$ cat src/rtl/alu_pipe.sv
// alu_pipe: valid/ready ALU with a single registered result stage.
// Non-MUL ops complete on the accepting edge (one result per cycle when the
// consumer keeps out_ready high). MUL is an iterative unsigned shift-add
// multiplier taking WIDTH cycles in BUSY. It is compiled in only when the
// macro ALU_PIPE_MUL_EN is defined. Without it, op 8 behaves like a reserved op.
module alu_pipe #(
    parameter int WIDTH = 16
) (
    input  logic             clk,
    input  logic             rst,
    input  logic             in_valid,
    output logic             in_ready,
    input  logic [WIDTH-1:0] a,
    input  logic [WIDTH-1:0] b,
    input  logic [3:0]       alu_op,
    output logic             out_valid,
    input  logic             out_ready,
    output logic [WIDTH-1:0] out,
    output logic             z,
    output logic             n,
    output logic             c,
    output logic             v,
    output logic             err
);

    localparam logic [WIDTH:0] WLIM = (WIDTH+1)'(WIDTH);

    typedef enum logic [1:0] {IDLE = 2'd0, BUSY = 2'd1, DONE = 2'd2} state_t;

    state_t state, state_next;

    logic                     accept;
    logic                     start_mul;
    logic                     mul_last;
    logic [WIDTH-1:0]         alu_res;
    logic                     alu_c, alu_v, alu_err;
    logic [WIDTH:0]           wide;
    logic signed [WIDTH-1:0]  a_s;
    logic signed [WIDTH-1:0]  sar_res;
    logic                     big_shift;

    // Signed overflow of a+b: operands agree in sign, result does not.
    function automatic logic add_ovf(input logic sa, input logic sb, input logic sr);
        return (sa == sb) && (sr != sa);
    endfunction

    // Signed overflow of a-b: operands differ in sign, result sign differs from a.
    function automatic logic sub_ovf(input logic sa, input logic sb, input logic sr);
        return (sa != sb) && (sr != sa);
    endfunction

    // Handshake: the result slot frees up when the consumer drains it this cycle.
    assign in_ready  = !rst && ((state == IDLE) || ((state == DONE) && out_ready));
    assign accept    = in_valid && in_ready;
    assign out_valid = (state == DONE);

    // Single-cycle ops, evaluated directly from the request being accepted.
    always_comb begin
        alu_res   = '0;
        alu_c     = 1'b0;
        alu_v     = 1'b0;
        alu_err   = 1'b0;
        wide      = '0;
        a_s       = a;
        sar_res   = a_s >>> b;
        big_shift = ({1'b0, b} >= WLIM);
        case (alu_op)
            4'd0: begin
                wide    = {1'b0, a} + {1'b0, b};
                alu_res = wide[WIDTH-1:0];
                alu_c   = wide[WIDTH];
                alu_v   = add_ovf(a[WIDTH-1], b[WIDTH-1], wide[WIDTH-1]);
            end
            4'd1: begin
                wide    = {1'b0, a} - {1'b0, b};
                alu_res = wide[WIDTH-1:0];
                alu_c   = wide[WIDTH];
                alu_v   = sub_ovf(a[WIDTH-1], b[WIDTH-1], wide[WIDTH-1]);
            end
            4'd2: alu_res = big_shift ? '0 : (a >> b);
            4'd3: alu_res = big_shift ? '0 : (a << b);
            4'd4: alu_res = ~(a & b);
            4'd5: alu_res = a | b;
            4'd6: alu_res = a;
            4'd7: alu_res = big_shift ? {WIDTH{a[WIDTH-1]}} : sar_res;
`ifdef ALU_PIPE_MUL_EN
            4'd8: alu_res = '0;
`endif
            default: alu_err = 1'b1;
        endcase
    end

`ifdef ALU_PIPE_MUL_EN
    localparam int CW = (WIDTH > 1) ? $clog2(WIDTH) : 1;

    logic [WIDTH-1:0]   mcand;
    logic [WIDTH-1:0]   hi;
    logic [WIDTH-1:0]   lo;
    logic [CW-1:0]      step;
    logic [WIDTH:0]     hi_sum;
    logic [2*WIDTH-1:0] prod_next;

    assign start_mul = accept && (alu_op == 4'd8);
    assign mul_last  = (state == BUSY) && (step == CW'(WIDTH-1));

    // One shift-add step: conditionally add the multiplicand into the high
    // half, then shift {carry, hi, lo} right by one.
    always_comb begin
        hi_sum    = {1'b0, hi} + (lo[0] ? {1'b0, mcand} : '0);
        prod_next = {hi_sum, lo[WIDTH-1:1]};
    end

    // Multiplier working registers; loaded on accept, stepped while BUSY.
    always_ff @(posedge clk) begin
        if (start_mul) begin
            mcand <= a;
            hi    <= '0;
            lo    <= b;
            step  <= '0;
        end else if (state == BUSY) begin
            hi    <= prod_next[2*WIDTH-1:WIDTH];
            lo    <= prod_next[WIDTH-1:0];
            step  <= step + 1'b1;
        end
    end
`else
    assign start_mul = 1'b0;
    assign mul_last  = 1'b0;
`endif

    // State register.
    always_ff @(posedge clk) begin
        if (rst) begin
            state <= IDLE;
        end else begin
            state <= state_next;
        end
    end

    // Next-state logic; an accept in DONE chains straight into the next op.
    always_comb begin
        state_next = state;
        case (state)
            IDLE: if (accept) state_next = start_mul ? BUSY : DONE;
            BUSY: if (mul_last) state_next = DONE;
            DONE: begin
                if (accept) begin
                    state_next = start_mul ? BUSY : DONE;
                end else if (out_ready) begin
                    state_next = IDLE;
                end
            end
            default: state_next = IDLE;
        endcase
    end

    // Result and flag register; held while waiting for the consumer.
    always_ff @(posedge clk) begin
        if (rst) begin
            out <= '0;
            z   <= 1'b0;
            n   <= 1'b0;
            c   <= 1'b0;
            v   <= 1'b0;
            err <= 1'b0;
        end else if (accept && !start_mul) begin
            out <= alu_res;
            z   <= (alu_res == '0);
            n   <= alu_res[WIDTH-1];
            c   <= alu_c;
            v   <= alu_v;
            err <= alu_err;
        end
`ifdef ALU_PIPE_MUL_EN
        else if (mul_last) begin
            out <= prod_next[WIDTH-1:0];
            z   <= (prod_next[WIDTH-1:0] == '0);
            n   <= prod_next[WIDTH-1];
            c   <= |prod_next[2*WIDTH-1:WIDTH];
            v   <= |prod_next[2*WIDTH-1:WIDTH];
            err <= 1'b0;
        end
`endif
    end

endmodule

$ cat config.mk
export PLATFORM = sky130hd
export DESIGN_NAME = alu_pipe
export DESIGN_NICKNAME = d
export VERILOG_FILES = /design/src/rtl/alu_pipe.sv
export SDC_FILE = /design/constraint.sdc
export NUM_CORES = 1
export LEC_CHECK = 0
export CORE_UTILIZATION = 63
export DETAILED_ROUTE_END_ITERATION = 10
export PLACE_DENSITY = 0.89
export RECOVER_POWER = 25
export SYNTH_ARGS = -nofsm -noshare
export SYNTH_HDL_FRONTEND = slang
export SYNTH_SLANG_ARGS = --single-unit
$ cat constraint.sdc
create_clock -name clk -period 10.35 [get_ports clk]
set_input_delay 2.07 -clock clk [delete_from_list [all_inputs] [get_ports clk]]
set_output_delay 2.07 -clock clk [all_outputs]
set_load 0.05 [all_outputs]
Yosys cells after proc, flatten, opt, wreduce, memory -nomap -nowiden
Index checks and enable logic that the tools add are counted.
Cells by class
  mux-type cells: 11
  add/sub/neg operators: 2
  equal/unequal tests: 15
  bitwise logic cells: 4
  shift-type cells: 3
  reductions and logical operators: 12
  order comparisons: 1
Operator list (count)
  $pmux W16 S8: 1
  $mux W16: 3
  $add A16 B16 Y17: 1
  $sub A16 B16 Y17: 1
  $and A16 B16 Y16: 1
  $eq A4 B3 Y1 const B: 4
  $ge A16 B5 Y1 const B: 1
  $logic_not A16 Y1: 1
  $not A16 Y16: 1
  $or A16 B16 Y16: 1
  $shl A16 B16 Y16: 1
  $shr A16 B16 Y16: 1
  $sshr A16 B16 Y16: 1
  $eq A4 B2 Y1 const B: 2
  $reduce_or A8 Y1: 1
  $mux W2: 3
  $pmux W2 S3: 1
  $logic_and A1 B1 Y1: 5
  $eq A4 B1 Y1 const B: 1
  $logic_not A4 Y1: 1
  $pmux W1 S2: 2
  $ne A1 B1 Y1: 3
  $ne A3 B1 Y1 const B: 1
  $reduce_and A3 Y1: 1
  9 further kinds: 9
Storage, ports and cells
  output and inout port bits: 23
  input port bits: 40
  register bits after elaboration: 23

Longest topological paths before layout
Gate-level depths: netlist of the first run.
  depth after elaboration: 7
  gate-level depth with buffers: 15
  mapped depth without buffers: 14

Least setup slack after synthesis of the first run
Ideal clock, no wire load.
  path kind: input to register
  start point: input b[3]
  end point: register z
  path slack: 5413 ps
  arrival time: 4853 ps
  required time: 10266 ps
  cell stages on the path: 14
  cells stage by stage: clkbuf_1 -> inv_1 -> clkbuf_1 -> ha_1 -> nor3_1 -> o21ai_0 -> a211oi_1 -> nor4_1 -> nor3_1 -> o22ai_1 -> mux2_1 -> o221ai_1 -> or2_2 -> o31ai_2
On the way
  word-level cells in the longest chain between the ends: 4
RTL lines
  from (decl): line 14  | input logic [WIDTH-1:0] b,
  $ge A16 B5 Y1 (tied with other cells): line 66  | big_shift = ({1'b0, b} >= WLIM);
  $mux W16 (tied with other cells): line 85  | 4'd7: alu_res = big_shift ? {WIDTH{a[WIDTH-1]}} : sar_res;
  $pmux W16 S8 *: line 67  | case (alu_op)
  $logic_not A16 Y1 *: line 168  | z <= (alu_res == '0);
  to (signal assigned): line 168
  to (decl): line 19  | output logic z,
Mark *: on every way between the ends. The rest lies on a longest branch, timed or not.
A chain may end at the register's enable or synchronous reset.

Final worst setup path of the first run
  start point: input rst
  end point: output in_ready
On the way
  word-level cells in the longest chain between the ends: 2
RTL lines
  from (decl): line 10  | input logic rst,
  $logic_not A1 Y1: line 53  | assign in_ready = !rst && ((state == IDLE) || ((state == DONE) && out_ready));
  $logic_and A1 B1 Y1: line 53
  to (decl): line 12  | output logic in_ready,
No other way between the ends.

==> out/results.ini, run 1 <==
[synth]
synth.avg_cell_area_um2=7.166
yosysSeqAreaShare=0.08069
synth_top_area_frac=0.1153
yosysTopAreaCell=ha_1
ys_types=85
ys.flop_type=dfxtp_1
syn_nets=817
synthesis.area_um2=5210
yosys_warnings=0
async_reset_ff_frac=0
synth-edff-count=0
ys_seq_elements=21
synth_cells=727
synth_area_leaders=ha_1 (12%), dfxtp_1 (8.1%), a21oi_1 (5.2%)

[clock_network]
cts-resized-gates=0
cts_root_buf=clkbuf_8
cts_buffers=3
ctsHoldBuffers=0
clk_latency_ns=0.26
post_cts_buffers=0
clkTransAtPathRegs_ns=0.07
cts-htree-levels=1
cts_tree=done
cts_buffer_depth=2
cts_sinks=21

[global_routing]
grt_max_degree=53
grt_pass1_vias=5631
antenna_found_initial=0
grt_usage=0.4463
overflow=0
grt_pass1_wl_mm=30.07

[floorplanning]
placeableCoreArea_um2=7848
io-pin-count=63
rows=32
die_x_um=92.94
dieHeight_um=92.94
dieArea_um2=8638
start_util=0.6639

[place]
place_congestion=1.149
pre_cts_slack_ns=4.394
io_buffers=62
dp.final_hpwl_mm=14.81

[final_layout]
final_common_cell=nand2_1
final_cell_mix=nand2_1 (67), a21oi_1 (54), nor2_1 (53), clkdlybuf4s50_1 (50), ha_1 (48)
drive_gt1_frac=0.08690
n_antenna_cell=0
post-route-util=0.7388
nNetsFinal=839
area_growth_pct=11.29
fillers=602

[setup_path]
critPathMaxFanout=23
worstPathRequired_ns=8.28
crit_type=primary input to output pin
worstPathArrival_ns=3.89
ff2ff_path_depth=9
cp-start-kind=primary input
end_kind=output pin

[min_path]
whs_path_depth=2
holdCritPathClass=register to register

[timing]
grt_setup_unrepaired=false
hold_viol=0
max_slew_margin=0.1413
fmax_mhz=167.9
setup_tns_ns=0
worstMarginPinSlew_ns=1.276
post-route-period-util=0.5755
period_minus_slack_ns=5.956
slew_violations=0
skew_ns=0.005445
final-setup-viol-count=0
fin_ws_ns=4.394

[drt]
first_pass_iters=6
vias=6282
vias_per_cell=7.391
detail-route-antenna-nets=0
post_drt_wl_per_cell_um=22.68
drt_iter0_drc=986
drcViolationCount=0
wirelength_mm=19.28

[power_and_ir_drop]
p_leak_nw=2.337
powerDensity_nw_per_um2=71.38
vdd_drop_max_v=0.00004003

[run_status]
status=complete, no violations

[flow_run]
maxCapViolations=0

[metrics by stage]
stage          instance area [um^2]  instances  hold WS, ns  total power [mW]
5_1_grt                        5798        850       0.5346            0.4316
3_3_place_gp                   5753        846       0.4683            0.3442
4_1_cts                        5798        850       0.5047            0.4028
3_5_place_dp                   5753        846       0.4932            0.3514
6_report                       5798        850       0.5057            0.4139
2_1_floorplan                  5210        727       0.6987            0.2708
[layout make-up]
cell class | instances | area [um^2] | share of cell area
clock buffer | 4 | 45.04 | 0.007769
inverter | 49 | 183.9 | 0.03172
multi-input combinational | 604 | 4345 | 0.7495
sequential | 21 | 420.4 | 0.07251
tap | 102 | 127.6 | 0.02201
timing repair buffer | 70 | 675.6 | 0.1165
[per-layer routing]
metal | up-vias | share of wire | track usage
met5 | - | 0 | 0
met4 | 0 | 0.066 | 0.2423
met3 | 126 | 0.14 | 0.1223
met2 | 577 | 0.43 | 0.6820
met1 | 2830 | 0.36 | 0.5654
li1 | 2749 | - | -
[cells by family after synthesis]
kind of cell / Yosys count / synth area share
AO/OA/AOI/OAI: 242 / 0.3067
XOR/XNOR: 15 / 0.02522
adder cells (fa/ha/maj): 50 / 0.1230
buffers and inverters: 102 / 0.08526
flip-flops: 21 / 0.08069
multiplexers: 55 / 0.1369
AND/OR/NAND/NOR: 242 / 0.2423
[power by group]
| group | leakage [nW] | switching (mW) | internal (mW) |
|---|---|---|---|
| combinational | 2.14 | 0.170 | 0.103 |
| sequential | 0.172 | 0.00262 | 0.0857 |
| clock | 0.0228 | 0.0252 | 0.0274 |
| total | 2.34 | 0.198 | 0.216 |
[flip-flops by register name, indices dropped and copies added (netlist names)]
signal  count
c           1
err         1
out        16
state       1
v           1
z           1
[synth_stat cells, drive strengths merged, types with 13 or more instances]
library cell,n
xnor2,14
o21ai,54
nand3,17
nor2b,13
dfxtp,21
nor3,21
mux2,24
buf,30
mux2i,21
clkbuf,23
ha,48
o22ai,21
nor2,53
nand3b,13
inv,47
a21oi,55
nand2,68
[critical path: stages]
cell             delay (ns)
dlygate4sd3_1          0.77
nor2_1                 0.22
clkdlybuf4s50_1        0.82
[worst paths after layout]
check / slack [ns] / endpoint / from
max: 4.39 / in_ready / rst
min: 0.51 / c / c
max reg2reg: 7.88 / z / state[1]
min reg2reg: 0.51 / c / c
No activity file was read; power rests on OpenSTA's default activity.
==> run 2, diff against run 1 <==
--- a/config.mk
+++ b/config.mk
@@ -5,9 +5,9 @@
 export SDC_FILE = /design/constraint.sdc
 export NUM_CORES = 1
 export LEC_CHECK = 0
-export CORE_UTILIZATION = 63
+export CORE_UTILIZATION = 59
 export DETAILED_ROUTE_END_ITERATION = 10
-export PLACE_DENSITY = 0.89
+export PLACE_DENSITY = 0.84
 export RECOVER_POWER = 25
 export SYNTH_ARGS = -nofsm -noshare
 export SYNTH_HDL_FRONTEND = slang
==> constraint.sdc (replaced) <==
create_clock -name clk -period 5.8 [get_ports clk]
set_input_delay 1.16 -clock clk [delete_from_list [all_inputs] [get_ports clk]]
set_output_delay 1.16 -clock clk [all_outputs]
set_load 0.05 [all_outputs]
==> run 2 against run 1 <==
- core utilization shrank 3.9 points
- clock-buffer cell count is the same
- global-route usage shrank 1.1 points
- power grew 80%
- non-clock buffer count grew 10
- routed wire length grew 3.8%
- largest cell class unchanged
==> out/results.ini, run 2 (synthesized netlist as in run 1, its figures left out) <==
[timing]
fmax_mhz=209.0
setup_tns_ns=0
post-route-period-util=0.8249
skew_ns=0.002714
slew_violations=0
grt_setup_unrepaired=false
period_minus_slack_ns=4.784
max_slew_margin=0.1511
timing.hold.ws_ns=0.4959
worstMarginPinSlew_ns=1.273
final-setup-viol-count=0
hold_viol=0

[power_and_ir_drop]
power_frac_comb=0.659
powerDensity_nw_per_um2=126.9
swShare=0.4782
switchingPower_mw=0.3562
pwr-share-seq=0.211
p_leak_nw=2.376
vdd_drop_max_v=0.00007777
clkPwrFrac=0.130
cellInternalPower_mw=0.3886

[global_routing]
met3_usage=0.1280
grt_pass1_wl_mm=30.35
use_met1=0.5301
grt_pass1_vias=5751
grt_usage=0.4350
overflow=0
grt_max_degree=49
antenna_found_initial=0
grt_busiest_layer=met2
use_met2=0.6774

[drt]
first_pass_iters=6
drcViolationCount=0
drt_iter0_drc=820
post_drt_wl_per_cell_um=23.18
vias_per_cell=7.291
wirelength_mm=20.00
vias=6292
detail-route-antenna-nets=0

[clock_network]
cts-resized-gates=0
cts_root_buf=clkbuf_8
ctsHoldBuffers=0
cts_tree=done
post_cts_buffers=0
cts-htree-levels=1
clkTransAtPathRegs_ns=0.07
cts_sinks=21
cts_buffers=3
cts_buffer_depth=2
clk_latency_ns=0.27

[final_layout]
area_growth_pct=12.66
largest_reg_flops=16
final_common_cell=nand2_1
fillers=711
nNetsFinal=849
drive_gt1_frac=0.09631
final_cell_mix=nand2_1 (67), a21oi_1 (54), nor2_1 (53), clkdlybuf4s50_1 (52), ha_1 (48)
n_antenna_cell=0
regMostFlops=out

[flow_run]
maxCapViolations=0

[place]
place_congestion=1.082
dp.final_hpwl_mm=15.52
io_buffers=62

[min_path]
holdPathEnd=out[12]
holdCritPathClass=register to register
whs_path_depth=2
hp-start=out[12]

[floorplanning]
dieHeight_um=95.97
dieArea_um2=9210
io-pin-count=63
die_x_um=95.97
placeableCoreArea_um2=8382
start_util=0.6216
rows=33

[setup_path]
cp-start-kind=primary input
end_kind=register
critPathMaxFanout=11
regToRegStartpoint=state[1]
ff2ff_path_depth=10
crit_start=b[2]
r2r_setup_slack_ns=3.25
worstPathRequired_ns=5.99
timing.rr.end=z
crit_type=primary input to register
worstPathArrival_ns=4.97

[run_status]
status=complete, no violations

run 2: per-stage QoR:
stage | area (um^2) | power, mW | utilization | std cells | worst slack (ns)
5_1_grt | 5869 | 0.7778 | 0.7003 | 863 | 0.9329
3_5_place_dp | 5832 | 0.6306 | 0.6958 | 859 | 0.9673
6_report | 5869 | 0.7448 | 0.7003 | 863 | 1.016
4_1_cts | 5877 | 0.7258 | 0.7011 | 863 | 1.235
3_3_place_gp | 5832 | 0.6216 | 0.6958 | 859 | 0.9917
2_1_floorplan | 5210 | 0.4833 | - | 727 | 1.773
run 2: routing by layer:
metal,wire (um),share of wire
met3,2938,0.15
met4,1335,0.067
met2,8608,0.43
met1,7122,0.36
met5,0,0
run 2: power groups by stage:
stage                     registers (mW)  clock network (mW)  logic, mW
after floorplan                    0.190                   0      0.293
after global placement             0.160                   0      0.462
after CTS                          0.158              0.0962      0.472
final                              0.157              0.0969      0.490
after global routing               0.158               0.103      0.517
after detailed placement           0.161                   0      0.470
run 2: worst max path at each step:
stage,cells after the start,endpoint
floorplan,14,z
global placement,13,z
detailed placement,13,z
CTS,13,z
global route,13,z
finish,13,z
run 2: layout make-up:
class	instances	area [um^2]	share of cell area
Clock buffer	4	45.04	0.007674
Tap cell	105	131.4	0.02238
Timing Repair Buffer	80	743.2	0.1266
Multi-Input combinational cell	604	4345	0.7404
Sequential cell	21	420.4	0.07163
Inverter	49	183.9	0.03134
run 2: worst max-delay path, stage by stage:
cell             delay, ns
clkdlybuf4s50_1       0.72
inv_2                 0.23
ha_1                  0.45
o21ai_0               0.28
nor2_1                0.07
o21a_1                0.20
o41ai_1               0.47
o21ai_0               0.20
xnor2_1               0.34
o21ai_0               0.18
and4bb_1              0.32
nand4_1               0.12
o31ai_2               0.22
